File: src/rtl/pipe_ctrl_pkg.sv
// Shared types and constants for the pipeline sequencing controller.
package pipe_ctrl_pkg;

  typedef enum logic [1:0] {
    IDLE  = 2'd0,
    RUN   = 2'd1,
    DRAIN = 2'd2,
    DONE  = 2'd3
  } pipe_ctrl_state_e;

  localparam int REG_ZERO      = 0;
  localparam int DRAIN_CYC_DEF = 3;

endpackage

File: src/rtl/pipe_ctrl_if.sv
// Hazard inputs, pipeline-register controls and status between the datapath and pipe_ctrl.
interface pipe_ctrl_if #(
  parameter int REG_AW = 5,
  parameter int CNT_W  = 16
);

  logic              start;
  logic [REG_AW-1:0] id_rs;
  logic [REG_AW-1:0] id_rt;
  logic              id_uses_rt;
  logic              id_halt;
  logic [REG_AW-1:0] ex_dest;
  logic              ex_wr;
  logic [REG_AW-1:0] mem_dest;
  logic              mem_wr;
  logic              ex_br_taken;

  logic              pc_en;
  logic              pc_sel;
  logic              if_id_en;
  logic              if_id_flush;
  logic              id_ex_bubble;
  logic              busy;
  logic              done;
  logic [CNT_W-1:0]  stall_cnt;
  logic [CNT_W-1:0]  flush_cnt;

  modport master (
    output start, id_rs, id_rt, id_uses_rt, id_halt,
           ex_dest, ex_wr, mem_dest, mem_wr, ex_br_taken,
    input  pc_en, pc_sel, if_id_en, if_id_flush, id_ex_bubble,
           busy, done, stall_cnt, flush_cnt
  );

  modport slave (
    input  start, id_rs, id_rt, id_uses_rt, id_halt,
           ex_dest, ex_wr, mem_dest, mem_wr, ex_br_taken,
    output pc_en, pc_sel, if_id_en, if_id_flush, id_ex_bubble,
           busy, done, stall_cnt, flush_cnt
  );

endinterface

File: src/rtl/pipe_ctrl_raw_detect.sv
// RAW match between the ID instruction's sources and one older writer's destination.
module raw_detect
  import pipe_ctrl_pkg::*;
#(
  parameter int REG_AW = 5
) (
  input  logic [REG_AW-1:0] id_rs,
  input  logic [REG_AW-1:0] id_rt,
  input  logic              id_uses_rt,
  input  logic [REG_AW-1:0] wr_dest,
  input  logic              wr_en,
  output logic              match
);

  logic dest_live;
  logic rs_hit;
  logic rt_hit;

  // r0 is hardwired, so a write to it never creates a dependency
  assign dest_live = wr_en && (wr_dest != REG_AW'(REG_ZERO));
  assign rs_hit    = (wr_dest == id_rs);
  assign rt_hit    = id_uses_rt && (wr_dest == id_rt);
  assign match     = dest_live && (rs_hit || rt_hit);

endmodule

File: src/rtl/pipe_ctrl.sv
// Pipeline sequencer: start/halt FSM, RAW stall and taken-branch flush control, perf counters.
module pipe_ctrl
  import pipe_ctrl_pkg::*;
#(
  parameter int REG_AW    = 5,
  parameter int DRAIN_CYC = DRAIN_CYC_DEF,
  parameter int CNT_W     = 16
) (
  input logic         clk,
  input logic         reset,
  pipe_ctrl_if.slave  bus
);

  // state | meaning
  // IDLE  | stopped; all enables low, counters held
  // RUN   | fetching; stalls on RAW, flushes on taken branch, halt enters DRAIN
  // DRAIN | halt travelling EX->WB; front end frozen and bubbling
  // DONE  | one-cycle done pulse, then IDLE

  localparam int DW = $clog2(DRAIN_CYC + 1);

  pipe_ctrl_state_e state_q, state_d;
  logic [DW-1:0]    drain_q, drain_d;
  logic [CNT_W-1:0] stall_cnt_q, stall_cnt_d;
  logic [CNT_W-1:0] flush_cnt_q, flush_cnt_d;

  logic ex_match;
  logic mem_match;
  logic haz;

  raw_detect #(.REG_AW(REG_AW)) u_raw_ex (
    .id_rs      (bus.id_rs),
    .id_rt      (bus.id_rt),
    .id_uses_rt (bus.id_uses_rt),
    .wr_dest    (bus.ex_dest),
    .wr_en      (bus.ex_wr),
    .match      (ex_match)
  );

  raw_detect #(.REG_AW(REG_AW)) u_raw_mem (
    .id_rs      (bus.id_rs),
    .id_rt      (bus.id_rt),
    .id_uses_rt (bus.id_uses_rt),
    .wr_dest    (bus.mem_dest),
    .wr_en      (bus.mem_wr),
    .match      (mem_match)
  );

  assign haz = ex_match || mem_match;

  always_ff @(posedge clk) begin
    if (reset) begin
      state_q     <= IDLE;
      drain_q     <= '0;
      stall_cnt_q <= '0;
      flush_cnt_q <= '0;
    end else begin
      state_q     <= state_d;
      drain_q     <= drain_d;
      stall_cnt_q <= stall_cnt_d;
      flush_cnt_q <= flush_cnt_d;
    end
  end

  always_comb begin
    state_d          = state_q;
    drain_d          = drain_q;
    stall_cnt_d      = stall_cnt_q;
    flush_cnt_d      = flush_cnt_q;
    bus.pc_en        = 1'b0;
    bus.pc_sel       = 1'b0;
    bus.if_id_en     = 1'b0;
    bus.if_id_flush  = 1'b0;
    bus.id_ex_bubble = 1'b0;
    bus.busy         = 1'b0;
    bus.done         = 1'b0;

    unique case (state_q)
      IDLE: begin
        if (bus.start) begin
          state_d     = RUN;
          stall_cnt_d = '0;
          flush_cnt_d = '0;
        end
      end

      RUN: begin
        bus.pc_en    = 1'b1;
        bus.if_id_en = 1'b1;
        bus.busy     = 1'b1;
        // a taken branch squashes whatever sits in ID, hazarded or halting
        if (bus.ex_br_taken) begin
          bus.pc_sel       = 1'b1;
          bus.if_id_flush  = 1'b1;
          bus.id_ex_bubble = 1'b1;
          if (flush_cnt_q != '1) flush_cnt_d = flush_cnt_q + CNT_W'(1);
        end else if (haz) begin
          bus.pc_en        = 1'b0;
          bus.if_id_en     = 1'b0;
          bus.id_ex_bubble = 1'b1;
          if (stall_cnt_q != '1) stall_cnt_d = stall_cnt_q + CNT_W'(1);
        end else if (bus.id_halt) begin
          bus.pc_en       = 1'b0;
          bus.if_id_flush = 1'b1;
          drain_d         = DW'(DRAIN_CYC);
          state_d         = DRAIN;
        end
      end

      DRAIN: begin
        bus.if_id_flush  = 1'b1;
        bus.id_ex_bubble = 1'b1;
        bus.busy         = 1'b1;
        drain_d          = drain_q - DW'(1);
        if (drain_q == DW'(1)) state_d = DONE;
      end

      DONE: begin
        bus.done = 1'b1;
        state_d  = IDLE;
      end

      default: state_d = IDLE;
    endcase
  end

  assign bus.stall_cnt = stall_cnt_q;
  assign bus.flush_cnt = flush_cnt_q;

endmodule

File: src/flat_wrapper.sv
// flat-port wrapper written by rule: the top's interface ports become plain ports
module pipe_ctrl_flat import pipe_ctrl_pkg::*;
#(
  parameter int REG_AW    = 5,
  parameter int DRAIN_CYC = DRAIN_CYC_DEF,
  parameter int CNT_W     = 16
)
  (clk, reset, bus_start, bus_id_rs, bus_id_rt, bus_id_uses_rt, bus_id_halt, bus_ex_dest, bus_ex_wr, bus_mem_dest, bus_mem_wr, bus_ex_br_taken, bus_pc_en, bus_pc_sel, bus_if_id_en, bus_if_id_flush, bus_id_ex_bubble, bus_busy, bus_done, bus_stall_cnt, bus_flush_cnt);
  pipe_ctrl_if #(.REG_AW(REG_AW), .CNT_W(CNT_W)) bus_i ();
  input logic clk;
  input logic reset;
  input wire logic [$bits(bus_i.start)-1:0] bus_start;
  input wire logic [$bits(bus_i.id_rs)-1:0] bus_id_rs;
  input wire logic [$bits(bus_i.id_rt)-1:0] bus_id_rt;
  input wire logic [$bits(bus_i.id_uses_rt)-1:0] bus_id_uses_rt;
  input wire logic [$bits(bus_i.id_halt)-1:0] bus_id_halt;
  input wire logic [$bits(bus_i.ex_dest)-1:0] bus_ex_dest;
  input wire logic [$bits(bus_i.ex_wr)-1:0] bus_ex_wr;
  input wire logic [$bits(bus_i.mem_dest)-1:0] bus_mem_dest;
  input wire logic [$bits(bus_i.mem_wr)-1:0] bus_mem_wr;
  input wire logic [$bits(bus_i.ex_br_taken)-1:0] bus_ex_br_taken;
  output wire logic [$bits(bus_i.pc_en)-1:0] bus_pc_en;
  output wire logic [$bits(bus_i.pc_sel)-1:0] bus_pc_sel;
  output wire logic [$bits(bus_i.if_id_en)-1:0] bus_if_id_en;
  output wire logic [$bits(bus_i.if_id_flush)-1:0] bus_if_id_flush;
  output wire logic [$bits(bus_i.id_ex_bubble)-1:0] bus_id_ex_bubble;
  output wire logic [$bits(bus_i.busy)-1:0] bus_busy;
  output wire logic [$bits(bus_i.done)-1:0] bus_done;
  output wire logic [$bits(bus_i.stall_cnt)-1:0] bus_stall_cnt;
  output wire logic [$bits(bus_i.flush_cnt)-1:0] bus_flush_cnt;
  assign bus_i.start = bus_start;
  assign bus_i.id_rs = bus_id_rs;
  assign bus_i.id_rt = bus_id_rt;
  assign bus_i.id_uses_rt = bus_id_uses_rt;
  assign bus_i.id_halt = bus_id_halt;
  assign bus_i.ex_dest = bus_ex_dest;
  assign bus_i.ex_wr = bus_ex_wr;
  assign bus_i.mem_dest = bus_mem_dest;
  assign bus_i.mem_wr = bus_mem_wr;
  assign bus_i.ex_br_taken = bus_ex_br_taken;
  assign bus_pc_en = bus_i.pc_en;
  assign bus_pc_sel = bus_i.pc_sel;
  assign bus_if_id_en = bus_i.if_id_en;
  assign bus_if_id_flush = bus_i.if_id_flush;
  assign bus_id_ex_bubble = bus_i.id_ex_bubble;
  assign bus_busy = bus_i.busy;
  assign bus_done = bus_i.done;
  assign bus_stall_cnt = bus_i.stall_cnt;
  assign bus_flush_cnt = bus_i.flush_cnt;
  pipe_ctrl #(.REG_AW(REG_AW), .DRAIN_CYC(DRAIN_CYC), .CNT_W(CNT_W)) u_core (.clk(clk), .reset(reset), .bus(bus_i));
endmodule
File: config.mk
export PLATFORM = sky130hd
export DESIGN_NAME = pipe_ctrl_flat
export DESIGN_NICKNAME = d
export VERILOG_FILES = /design/src/rtl/pipe_ctrl_pkg.sv /design/src/rtl/pipe_ctrl_if.sv /design/src/rtl/pipe_ctrl_raw_detect.sv /design/src/rtl/pipe_ctrl.sv /design/src/flat_wrapper.sv
export SDC_FILE = /design/constraint.sdc
export NUM_CORES = 1
export LEC_CHECK = 0
export CAP_MARGIN = 10
export CORE_ASPECT_RATIO = 1.4
export CORE_UTILIZATION = 25
export DETAILED_ROUTE_END_ITERATION = 8
export PLACE_DENSITY = 0.5
export SETUP_SLACK_MARGIN = 0.5
export SYNTH_ARGS = -nofsm -noshare
export SYNTH_HDL_FRONTEND = slang
export SYNTH_SLANG_ARGS = --single-unit
File: constraint.sdc
create_clock -name clk -period 2.6 [get_ports clk]
set_input_delay 0.52 -clock clk [delete_from_list [all_inputs] [get_ports clk]]
set_output_delay 0.52 -clock clk [all_outputs]
set_load 0.005 [all_outputs]
After elaboration in Yosys (flattened, before gate mapping)
Index checks and enable logic that the tools add are counted.
{ "classes": {"n_mux": 36, "reduce_logical": 19, "add_sub_neg": 3, "eq_ne": 19} }
{ "op_table": {"columns": ["operator", "count"], "rows": [
  ["$mux 16", 6],
  ["$pmux 16 s2", 2],
  ["$add 16x1->16 const B", 2],
  ["$ne 16x16->1 const B", 2],
  ["$eq 5x5->1", 4],
  ["$mux 1", 16],
  ["$mux 2", 8],
  ["$ne 2x2->1 const B", 5],
  ["$reduce_and 5->1", 2],
  ["$reduce_bool 5->1", 2],
  ["$ne 2x1->1 const B", 4],
  ["$pmux 2 s4", 1],
  ["$reduce_and 4->1", 2],
  ["$logic_and 1x1->1", 6],
  ["$eq 2x1->1 const B", 2],
  ["$eq 2x2->1 const B", 2],
  ["$pmux 1 s2", 2],
  ["$pmux 2 s2", 1],
  ["$reduce_bool 2->1", 2],
  ["$logic_or 1x1->1", 3],
  ["$logic_not 2->1", 1],
  ["$reduce_or 2->1", 1],
  ["$sub 2x1->2 const B", 1]
]} }
{ "totals": {"ff_bits": 36} }

Longest topological paths before layout
Gate-level depths: netlist of the first run.
{ "logic_depth": {"depth_word": 8, "mapped_depth": 9, "mapped_depth_nobuf": 8} }

By module
From an unflattened synthesis of the first run, not the netlist that was laid out.
{ "unflattened": {"hier_cells": 321, "area_unflattened_um2": 2493.6} }
{ "modules_own_cells": {"columns": ["module", "seq_area_each_um2", "area_each_um2", "cells_per_inst", "n_inst"], "rows": [
  ["pipe_ctrl", 720.7, 2228.4, 287, 1],
  ["raw_detect", 0.0, 132.6, 17, 2]
]} }

Worst setup path after synthesis of the first run
OpenSTA, ideal clock, no wires.
{ "synth_timing": {"path_kind": "input to output", "startpoint": "input bus_ex_dest[0]", "endpoint": "output bus_id_ex_bubble", "n_path_buf": 1, "arrival_time_ps": 2049, "stages": 6, "slack_ps": 31, "required_ps": 2080, "cell_sequence": "or4_1 o21a_1 a22oi_2 buf_2 nor2_1 o31a_1"} }
{ "synth_between": {"elab_chain_len": 8, "word_cells_on_any_way": 11} }
{ "synth_rtl": {"columns": ["element", "line_no", "rtl"], "rows": [
  ["from (decl)", "flat_wrapper.sv:17", "input wire logic [$bits(bus_i.ex_dest)-1:0] bus_ex_dest;"],
  ["$eq 5x5->1", "pipe_ctrl_raw_detect.sv:22", "assign rt_hit = id_uses_rt && (wr_dest == id_rt);"],
  ["$logic_and 1x1->1", "pipe_ctrl_raw_detect.sv:22", null],
  ["$logic_or 1x1->1", "pipe_ctrl_raw_detect.sv:23", "assign match = dest_live && (rs_hit || rt_hit);"],
  ["$logic_and 1x1->1 *", "pipe_ctrl_raw_detect.sv:23", null],
  ["$logic_or 1x1->1 *", "pipe_ctrl.sv:49", "assign haz = ex_match || mem_match;"],
  ["$mux 1 *", "pipe_ctrl.sv:97", "end else if (haz) begin"],
  ["$mux 1 *", "pipe_ctrl.sv:92", "if (bus.ex_br_taken) begin"],
  ["$pmux 1 s2 *", "pipe_ctrl.sv:78", "unique case (state_q)"],
  ["to (decl)", "flat_wrapper.sv:26", "output wire logic [$bits(bus_i.id_ex_bubble)-1:0] bus_id_ex_bubble;"]
]} }
Mark *: on every way between the ends. The rest lies on a longest branch, timed or not.

Final worst setup path of the first run
{ "layout_timing": {"startpoint": "input bus_ex_dest[4]", "endpoint": "output bus_pc_en"} }
{ "layout_between": {"elab_chain_len": 8, "word_cells_on_any_way": 11} }
{ "layout_rtl": {"columns": ["element", "line_no", "rtl"], "rows": [
  ["$eq 5x5->1", "pipe_ctrl_raw_detect.sv:22", null],
  ["$logic_and 1x1->1", "pipe_ctrl_raw_detect.sv:22", null],
  ["$logic_or 1x1->1", "pipe_ctrl_raw_detect.sv:23", null],
  ["$logic_and 1x1->1 *", "pipe_ctrl_raw_detect.sv:23", null],
  ["$logic_or 1x1->1 *", "pipe_ctrl.sv:49", null],
  ["$mux 1 *", "pipe_ctrl.sv:97", null],
  ["$mux 1 *", "pipe_ctrl.sv:92", null],
  ["$mux 1 *", "pipe_ctrl.sv:78", null],
  ["to (decl)", "flat_wrapper.sv:22", "output wire logic [$bits(bus_i.pc_en)-1:0] bus_pc_en;"]
]} }
Marked as above.

==> results_dict.tcl, run 1 <==
set metrics [dict create \
    endpoint_kind "primary output" \
    area.sequential_um2 732 \
    drt-vias-per-instance 4.92 \
    syn-num-nets 351 \
    grt_setup_unrepaired "true" \
    final_area_um2 3880 \
    clock_tree.buffer_depth 2 \
    die_h_um 120 \
    postRouteWirelength_mm 8.14 \
    io-pin-count 67 \
    holdCritStartpoint "u_core.drain_q[1]" \
    first_global_vias 2703 \
    power.clock.fraction 0.273 \
    intPower_mw 1.42 \
    clkLatencyLatePin_ns 0.28 \
    area_used_by_multi_input_combinational_logic_um2 1800 \
    crit_arrival_ns 2.14 \
    drt-initial-drc-count 88 \
    routed_metal_1_wire_length_mm 3.45 \
    track_usage 0.159 \
    numCtsBuffers 5 \
    power.combinational.fraction 0.452 \
    proportion_of_synthesized_area_in_mux_cells 0.0415 \
    tritoncts_num_sinks 36 \
    route.met3.wl_um 360 \
    hold_viol_final 0 \
    cts.hold.buffers_added 0 \
    status "finished with violations" \
    yosysTopAreaCell "dfxtp_1" \
    diodes 0 \
    post_synth_xor_area_fraction 0.113 \
    dp_slack_ns -0.712 \
    combinational_family_with_the_most_area_after_synthesis "simple AND/OR/NAND/NOR gates" \
    fin_cells 551 \
    drive_gt1_frac 0.234 \
    seqPwrFrac 0.275 \
    grt_start_max_net_pins 23 \
    globalRoute.totalOverflow 0 \
    cellPowerDensity_nw_per_um2 575 \
    fmax_ghz 0.376 \
    setup_ws_ns -0.0578 \
    yosysTopAreaCellShare 0.291 \
    critPathCapture "bus_pc_en" \
    regToRegStartpoint "u_core.state_q[1]" \
    min-delay-path-class "flop to flop" \
    maxSlewViolCount 0 \
    worst_slew_pin_slew_ns 0.553 \
    gp_routability_congestion 0.814 \
    drc 0 \
    complex_gate_fraction_of_the_synthesized_area 0.176 \
    fp.dieArea_um2 10300 \
    fillCellCount 1000 \
    row_cnt 42 \
    grt_antenna_before_repair 0 \
    met2WireLength_mm 4.20 \
    power.total_mw 2.23 \
    power_switching_mw 0.814 \
    design.final.nets 453 \
    grt_pass1_wl_mm 12.8 \
    post_synth_fa_ha_maj_area_fraction 0.0354 \
    period_needed_ns 2.66 \
    rrSetupSlack_ns 0.60 \
    violations "negative setup slack" \
    initial_core_util 0.260 \
    die_x_um 86.1 \
    post_dp_cell_area_um2 3500 \
    synth-edff-count 0 \
    place_hpwl_mm 5.87 \
    clockRootBuffer "clkbuf_16" \
    ys_seq_elements 36 \
    setup.worst_path.start "bus_ex_dest[4]" \
    power_switching_share 0.365 \
    worstSetupPathType "primary input to primary output" \
    synth.top_cells.by_area "dfxtp_1, xnor2_1, nand2_1" \
    post_drt_wl_per_cell_um 14.8 \
    firstDrtPassIters 4 \
    place.port_buffers 66 \
    yosys_warnings 0 \
    worst_r2r_endpoint "u_core.bus.stall_cnt[11]" \
    critical_path_peak_fanout 2 \
    synth_cell_types 52 \
    yosysSeqAreaShare 0.291 \
    detail-route-antenna-nets 0 \
    via_count 2712 \
    relSlewSlack 0.626 \
    avgSynthCellArea_um2 7.83 \
    setup_total_negative_slack_ns -0.139 \
    dp_cells 533 \
    areaGrowthSynthToFinish_pct 57.0 \
    setup_violations 3 \
    start_kind "primary input" \
    synthSimpleGateAreaFrac 0.301 \
    power.ir.vdd_worst_mv 0.344 \
    htree_num_levels 2 \
    synth_area_um2 2470 \
    p_leak_nw 1.47 \
    dominantRegCellSynth "dfxtp_1" \
    core_um2 9510 \
    worst_setup_hold_path_clk_slew_ns 0.05 \
    synth_async_sr_flop_share 0 \
    timing.critical_path.required_ns 2.08 \
    post_synth_inst_count 316 \
    finalClockSkew_ns 0.00524 \
    fin_crit_sh 1.02 \
    cts_tree "built" \
    worstRegToRegCells 10 \
    max_cap_viol_count 0 \
    highest_layer "met4" \
]
[cell families after synthesis]
family | Yosys count
buf+inv | 25
fa+ha+maj | 7
xor+xnor | 32
flops | 36
mux | 10
simple gates | 149
compound gates | 57
[Yosys cell counts, drive strengths merged (2+ instances only)]
cell type  instances
a31oi              4
nor2              25
a22oi              2
or4                7
a21oi              5
a311o              2
a32oi              5
o211ai             4
mux2i              8
dfxtp             36
nand3             24
ha                 7
o2111ai            5
nand2             40
nand2b             4
buf                2
a221oi             3
clkbuf            12
o22ai              2
mux2               2
nand4              9
inv               11
xnor2             25
o21a               2
a21o               2
nor3              15
a31o               2
o311ai             2
nor4b              2
and3              10
xor2               7
nor4               7
or3                2
o21ai              9
[area by class of cell]
| type | instances | area share |
|---|---|---|
| inverter | 11 | 0.0106 |
| timing repair buffer | 109 | 0.257 |
| sequential | 36 | 0.188 |
| clock buffer | 8 | 0.0377 |
| tap | 132 | 0.0425 |
| multi-input combinational | 255 | 0.464 |
[metrics by stage]
step | util | hold WS [ns]
final | 0.408 | 0.488
after floorplan | - | 0.456
after detailed placement | 0.368 | 0.481
after CTS | 0.399 | 0.489
after global placement | 0.368 | 0.477
after global routing | 0.408 | 0.513
[sequential cells by signal, indices dropped and copies added, names as in the netlist]
register,flops
u_core.bus.stall_cnt,16
u_core.state_q,2
u_core.bus.flush_cnt,16
u_core.drain_q,2
[cell usage in the layout, fill, tap and decap left out, types with 3 or more instances in the layout]
master / Yosys / layout
a21oi_1: 5 / 5
a221oi_2: 0 / 3
a31oi_1: 4 / 4
a32oi_1: 5 / 5
and3_1: 10 / 10
buf_2: 1 / 5
buf_4: 0 / 36
buf_6: 1 / 9
clkbuf_16: 0 / 5
clkdlybuf4s50_1: 0 / 41
dfxtp_1: 36 / 29
dfxtp_2: 0 / 6
dlygate4sd2_1: 0 / 13
ha_1: 7 / 5
inv_1: 11 / 9
mux2i_1: 8 / 8
nand2_1: 40 / 39
nand2b_1: 4 / 4
nand3_1: 24 / 22
nand4_1: 8 / 8
nor2_1: 25 / 23
nor3_1: 15 / 13
nor4_1: 7 / 7
o2111ai_1: 4 / 4
o211ai_1: 4 / 4
o21ai_0: 3 / 3
o21ai_1: 6 / 4
or4_1: 7 / 3
or4_4: 0 / 4
xnor2_1: 25 / 23
xor2_1: 7 / 7
[worst max-delay path, cell delays in order]
cell and delay (ns):
buf_6 0.09, or4_4 0.53, o21a_1 0.22, a22oi_2 0.20, buf_4 0.16, nand2_2 0.06, buf_6 0.12, o21ai_2 0.11
buf_2 0.12
[what timing repair did]
action / in CTS / in global routing
gates resized for setup: 85 / 23
gates cloned: 1 / 0
pin swaps: 17 / 11
setup buffers: 8 / 1
endpoints found under the setup margin: 27 / 24
endpoints found under the hold margin: 0 / 0
[worst min path at each step]
| stage | end | cells after the start | slack, ns |
|---|---|---|---|
| 6_report | u_core.drain_q[1] | 2 | 0.49 |
| 5_1_grt | u_core.drain_q[1] | 2 | 0.51 |
| 3_5_place_dp | u_core.drain_q[1] | 2 | 0.48 |
| 3_3_place_gp | u_core.bus.stall_cnt[15] | 2 | 0.48 |
| 4_1_cts | u_core.drain_q[1] | 2 | 0.49 |
| 2_1_floorplan | u_core.drain_q[1] | 2 | 0.46 |
[metal layers]
layer | vias up | track usage
met5 | - | 0
met1 | 1270 | 0.179
met2 | 59 | 0.289
met4 | 0 | 0.0563
li1 | 1375 | -
met3 | 8 | 0.0344
[power groups by stage]
| stage | clock network, mW | logic [mW] | registers [mW] |
|---|---|---|---|
| floorplan | 0 | 0.500 | 0.610 |
| global placement | 0 | 0.895 | 0.615 |
| detailed placement | 0 | 0.901 | 0.616 |
| CTS | 0.642 | 0.980 | 0.611 |
| global route | 0.663 | 1.10 | 0.617 |
| finish | 0.609 | 1.01 | 0.613 |
No activity file was read; power rests on OpenSTA's default activity.
==> inputs of run 2 (changes only) <==
- CTS_CLUSTER_DIAMETER: not set -> 150
==> results of run 2 <==
Same layout as run 1: the final DEF is identical, and so are final timing and power.
